--- src/rtl/rand_gen_pkg.sv ---
// Shared constants and helpers for the multi-channel range/Bernoulli generator.
package rand_gen_pkg;

  localparam logic [31:0] LFSR_MASK   = 32'h8020_0003;
  localparam logic [31:0] SEED_SPREAD = 32'h9E37_79B9;

  function automatic logic [31:0] lfsr_step(input logic [31:0] r);
    return (r >> 1) ^ (r[0] ? LFSR_MASK : 32'h0);
  endfunction

  // All-zero would lock the LFSR, so it is replaced by all-ones.
  function automatic logic [31:0] chan_seed(input logic [31:0] s, input int i);
    logic [31:0] v;
    v = s ^ (SEED_SPREAD * 32'(i));
    return (v == 32'h0) ? 32'hFFFF_FFFF : v;
  endfunction

endpackage

--- src/rtl/lfsr32_scale.sv ---
// One channel: 32-bit Galois LFSR, stage-1 sample register and the
// range/Bernoulli scaling into the output register.
module lfsr32_scale
  import rand_gen_pkg::*;
#(
  parameter int          RSIZE = 10,
  parameter int          PX    = 67,
  parameter logic [31:0] SEED  = 32'h0000_0001,
  parameter int          IDX   = 0
) (
  input  logic             clock,
  input  logic             rst_n,
  input  logic             i_seed_load,
  input  logic [31:0]      i_seed,
  input  logic             i_accept,
  input  logic             i_s1_adv,
  input  logic [RSIZE-1:0] i_lo,
  input  logic [RSIZE-1:0] i_hi,
  input  logic             i_err,
  output logic [RSIZE-1:0] o_range,
  output logic             o_bern
);

  localparam int PW = RSIZE + 17;

  logic [31:0]      r_lfsr;
  logic [31:0]      r_s1;
  logic [RSIZE-1:0] r_range;
  logic             r_bern;

  logic [31:0]      w_next;
  logic [RSIZE:0]   w_span;
  logic [PW-1:0]    w_prod;
  logic [22:0]      w_pct;
  logic [RSIZE-1:0] w_range;
  logic             w_bern;

  always_comb begin
    w_next  = lfsr_step(r_lfsr);
    w_span  = {1'b0, i_hi} - {1'b0, i_lo} + {{RSIZE{1'b0}}, 1'b1};
    w_prod  = PW'(r_s1[15:0]) * PW'(w_span);
    w_range = i_err ? i_lo : RSIZE'(PW'(i_lo) + (w_prod >> 16));
    w_pct   = 23'(r_s1[31:16]) * 23'd100;
    w_bern  = (w_pct >> 16) < 23'(PX);
  end

  always_ff @(posedge clock or negedge rst_n) begin
    if (!rst_n) begin
      r_lfsr  <= chan_seed(SEED, IDX);
      r_s1    <= '0;
      r_range <= '0;
      r_bern  <= 1'b0;
    end else begin
      if (i_seed_load) begin
        r_lfsr <= chan_seed(i_seed, IDX);
      end else if (i_accept) begin
        r_lfsr <= w_next;
        r_s1   <= w_next;
      end
      if (i_s1_adv) begin
        r_range <= w_range;
        r_bern  <= w_bern;
      end
    end
  end

  assign o_range = r_range;
  assign o_bern  = r_bern;

endmodule

--- src/rtl/rand_range_gen.sv ---
// Multi-channel pseudo-random range/Bernoulli source: request handshake,
// 2-stage valid pipeline with backpressure, runtime reseed and output packing.
module rand_range_gen
  import rand_gen_pkg::*;
#(
  parameter int          CH    = 4,
  parameter int          RSIZE = 10,
  parameter int          PX    = 67,
  parameter logic [31:0] SEED  = 32'h0000_0001
) (
  input  logic                clock,
  input  logic                rst_n,
  input  logic                seed_load,
  input  logic [31:0]         seed,
  input  logic                req_valid,
  output logic                req_ready,
  input  logic [RSIZE-1:0]    lo,
  input  logic [RSIZE-1:0]    hi,
  output logic                out_valid,
  input  logic                out_ready,
  output logic [CH*RSIZE-1:0] rd_range,
  output logic [CH-1:0]       bern_b,
  output logic                cfg_err
);

  logic             r_s1_valid;
  logic [RSIZE-1:0] r_s1_lo;
  logic [RSIZE-1:0] r_s1_hi;
  logic             r_s1_err;
  logic             r_out_valid;
  logic             r_cfg_err;

  logic w_out_load;
  logic w_s1_adv;
  logic w_accept;

  always_comb begin
    w_out_load = !r_out_valid || out_ready;
    w_s1_adv   = r_s1_valid && w_out_load;
    req_ready  = !seed_load && (!r_s1_valid || w_s1_adv);
    w_accept   = req_valid && req_ready;
  end

  // Reseed flushes both pipeline stages; it wins over any advance.
  always_ff @(posedge clock or negedge rst_n) begin
    if (!rst_n) begin
      r_s1_valid  <= 1'b0;
      r_s1_lo     <= '0;
      r_s1_hi     <= '0;
      r_s1_err    <= 1'b0;
      r_out_valid <= 1'b0;
      r_cfg_err   <= 1'b0;
    end else if (seed_load) begin
      r_s1_valid  <= 1'b0;
      r_out_valid <= 1'b0;
    end else begin
      if (w_accept) begin
        r_s1_valid <= 1'b1;
        r_s1_lo    <= lo;
        r_s1_hi    <= hi;
        r_s1_err   <= (hi < lo);
      end else if (w_s1_adv) begin
        r_s1_valid <= 1'b0;
      end
      if (w_out_load) begin
        r_out_valid <= r_s1_valid;
      end
      if (w_s1_adv) begin
        r_cfg_err <= r_s1_err;
      end
    end
  end

  for (genvar g = 0; g < CH; g++) begin : g_ch
    lfsr32_scale #(
      .RSIZE(RSIZE),
      .PX   (PX),
      .SEED (SEED),
      .IDX  (g)
    ) u_ch (
      .clock      (clock),
      .rst_n      (rst_n),
      .i_seed_load(seed_load),
      .i_seed     (seed),
      .i_accept   (w_accept),
      .i_s1_adv   (w_s1_adv),
      .i_lo       (r_s1_lo),
      .i_hi       (r_s1_hi),
      .i_err      (r_s1_err),
      .o_range    (rd_range[g*RSIZE +: RSIZE]),
      .o_bern     (bern_b[g])
    );
  end

  assign out_valid = r_out_valid;
  assign cfg_err   = r_cfg_err;

endmodule
--- config.mk ---
export PLATFORM = sky130hd
export DESIGN_NAME = rand_range_gen
export DESIGN_NICKNAME = d
export VERILOG_FILES = /design/src/rtl/rand_gen_pkg.sv /design/src/rtl/lfsr32_scale.sv /design/src/rtl/rand_range_gen.sv
export SDC_FILE = /design/constraint.sdc
export NUM_CORES = 2
export LEC_CHECK = 0
export BUFFER_PORTS_ARGS = -buffer_cell sky130_fd_sc_hd__buf_2
export CAP_MARGIN = 20
export CELL_PAD_IN_SITES_DETAIL_PLACEMENT = 0
export CELL_PAD_IN_SITES_GLOBAL_PLACEMENT = 1
export CORE_MARGIN = 5
export CORE_UTILIZATION = 43
export DETAILED_ROUTE_END_ITERATION = 6
export PLACE_DENSITY = 0.68
export SLEW_MARGIN = 20
export SYNTH_ARGS = -nofsm -noshare
export SYNTH_HDL_FRONTEND = slang
export SYNTH_SLANG_ARGS = --single-unit
--- constraint.sdc ---
create_clock -name clock -period 19.5 [get_ports clock]
set_clock_uncertainty 0.1 [all_clocks]
set_input_delay 0.975 -clock clock [delete_from_list [all_inputs] [get_ports clock]]
set_output_delay 0.975 -clock clock [all_outputs]
set_load 0.005 [all_outputs]
==> summary.txt <==
Floorplanning
  – Row count: about 110
  – Die width: between 300 and 400 um
  – Full die area: 102700 sq um
  – Die Span Y: between 300 and 400 um
  – Area of the core: 96140 sq um
  – Initial Util: 43.13%
  – I/O pins: between 100 and 150

Clock tree
  – CTS tree: built
  – # hold bufs at CTS: 0
  – TritonCTS Buffers: 39
  – Max Root-Sink Buffers: 3
  – Clk root buf: clkbuf_16
  – Post_cts resized: 0
  – H-tree levels: 2
  – Clock Sinks: approximately 320
  – CTS clk-pin slew, worst paths: approximately 0.060 ns
  – Clock Latency Late Sink: ~0.58 ns
  – Post-CTS Setup Bufs: 0

Global route
  – Initial antenna violation count: 2
  – Total Routing Usage GR: 22.47%
  – Gr ovfl total: 0
  – Number of global-route vias before repair: 32390
  – Largest net degree at the start of global routing: around 160
  – First-pass GRT wire length: ~180000 um

STA
  – Part of the cycle the worst path needs: between 50 and 60%
  – Max Transition Viols Final: 0
  – Slew @ Worst Pin: 1.063 ns
  – Endpoints failing setup: 0
  – Fmax: about 94 MHz
  – Slew HR: between 20% and 30%
  – Setup TNS: 0 ns
  – Min Tclk post-route: between 10 and 15 ns
  – RSZ-0062 raised after global routing: false
  – Final hold vios: 0

Worst setup path
  – Crit Path Class: reg2reg
  – Most frequent CP cell: fa_1
  – Worst setup EP type: flop
  – Crit start category: flop
  – Largest stage delay, worst path: roughly 0.7 ns
  – Crit path max-delay cell type: xnor2_2
  – Required time worst endpoint: between 15 and 20 ns
  – Crit path max fanout: 48
  – Worst EP arrival: 11.04 ns

Final layout
  – Final Net Count: between 5000 and 6000
  – Fill cells: roughly 9600
  – Area occupied by multi-input gates: approximately 30000 sq um
  – Finished Layout Cells: 5871
  – Synth-to-Final Area Change: 6.983%
  – Sequential standard cell area: about 8200 sq um
  – Finished Core Util: 46.14%
  – Fraction of layout cells with a size suffix above 1: between 6 and 7%

Route
  – DRT antenna net count: 0
  – Initial DRC count: roughly 1800
  – M1 wire length: 51540 um
  – Vias: ~31000
  – Residual DRC: 0
  – Wire per inst: about 19 um
  – Wire length on met2: between 50000 and 60000 um
  – DRT Pass-1 Iters: 5
  – Vias per inst: between 5 and 6
  – Met3 wire length: around 3800 um
  – Routed wire length: 113800 um
  – Top layer in use: met4

Synthesis
  – Yosys warning count: 0
  – Synth cell count leaders: inv_1, nand2_1, fa_1, ha_1, and2_1
  – Post-Syn Instances: roughly 4600
  – Syn Area/Cell: ~8.9 sq um
  – Top cells by area, synth: fa_1, dfrtp_1, ha_1
  – Cell with the most instances after synthesis: inv_1
  – Distinct cells, synth: 75
  – Yosys top cell area share: between 20% and 30%
  – Dominant cell type by area after synthesis: fa_1
  – Number of synthesized flops with an enable pin: 0
  – Synthesized cell area: between 40000 and 50000 sq um
  – Post-synthesis sequential area ratio: about a fifth
  – Async SR Flop Fraction: between 90% and 100%
  – Syn nets: 5743
  – Synth Register Bits: around 320
  – Primary FF master, synth: dfrtp_1

Hold path
  – Worst Hold Class: in2async

Job
  – Max_cap viols: 0

Placement
  – Placed insts: between 5000 and 6000
  – Post-DP HPWL: between 80000 and 90000 um
  – Buffers on Ports: between 100 and 150
  – Placer Congestion: between 0.8 and 0.9

Status
  – Status: complete, no violations
## metrics by stage
step                worst slack (ns)  instance area (sq um)  hold WS, ns
floorplan                      10.66                  41460       0.3473
global placement               9.044                  43000       0.3585
detailed placement             8.912                  43000       0.3681
CTS                            8.839                  44360       0.3726
global route                   8.108                  44360       0.3835
finish                         8.862                  44360       0.3273
## layout make-up
cell class                      count  share of cell area (%)
Multi-Input combinational cell   3276                   66.44
Antenna cell                        1                0.005641
Timing Repair Buffer              135                   1.797
Tap cell                         1276                   3.599
Sequential cell                   324                   18.44
Inverter                          788                   6.668
Clock buffer                       54                   2.485
Clock inverter                     17                  0.5670
## layer usage
layer | GRT usage (%) | vias to the layer above
met3 | 1.918 | 102
met5 | 0 | -
met1 | 30.93 | 15850
li1 | - | 14570
met2 | 39.58 | 518
met4 | 3.654 | 0
## registers in the layout, summed over array words and instances (netlist names)
name and cells:
r_s1_err 1, cfg_err 1, r_s1_hi 10, g_ch.u_ch.r_lfsr 128, r_s1_lo 10, g_ch.u_ch.o_bern 4
out_valid 1, g_ch.u_ch.r_s1 128, r_s1_valid 1, g_ch.u_ch.o_range 40
## cells by family after synthesis
kind of cell | after synthesis | share of synthesized area (%)
buf+inv | 1047 | 9.536
mux | 8 | 0.1962
fa+ha+maj | 1039 | 41.08
flops | 324 | 19.73
xor+xnor | 107 | 2.260
compound gates | 649 | 10.20
simple gates | 1473 | 17.00
## path summary, 6_finish.rpt
kind	start	to	slack (ns)	cells past startpoint
min in group clock	g_ch[1].u_ch.o_range[1]	g_ch[1].u_ch.o_range[1]	0.38	2
max in group asynchronous	rst_n	g_ch[3].u_ch.r_s1[26]	16.74	3
worst max register to register	r_s1_lo[1]	g_ch[1].u_ch.o_range[9]	8.86	43
worst min register to register	g_ch[1].u_ch.o_range[1]	g_ch[1].u_ch.o_range[1]	0.38	2
worst min-delay path	rst_n	g_ch[2].u_ch.o_bern	0.33	1
worst max-delay path	r_s1_lo[1]	g_ch[1].u_ch.o_range[9]	8.86	43
## cells in the final DEF (no fill, tap or decap), types with 115 or more instances in the layout
cell type and n:
nand2_1 733, a211oi_1 128, fa_1 536, and2_1 305, a21oi_1 142, o21ai_0 124
dfrtp_1 266, inv_1 787, ha_1 500, nor2_1 115
## worst max-delay path, delay by kind of cell (launching register included)
| family | cells | cell delay (ns) |
|---|---|---|
| flip-flops | 1 | 0.52 |
| adder cells (fa/ha/maj) | 10 | 3.67 |
| buffers and inverters | 5 | 0.94 |
| XOR/XNOR | 4 | 1.15 |
| AO/OA/AOI/OAI | 13 | 2.46 |
| AND/OR/NAND/NOR | 11 | 1.67 |
Power is left out: the tool's default activity adds up to more than one toggle a clock period on the data nets, which glitch-free logic cannot reach.
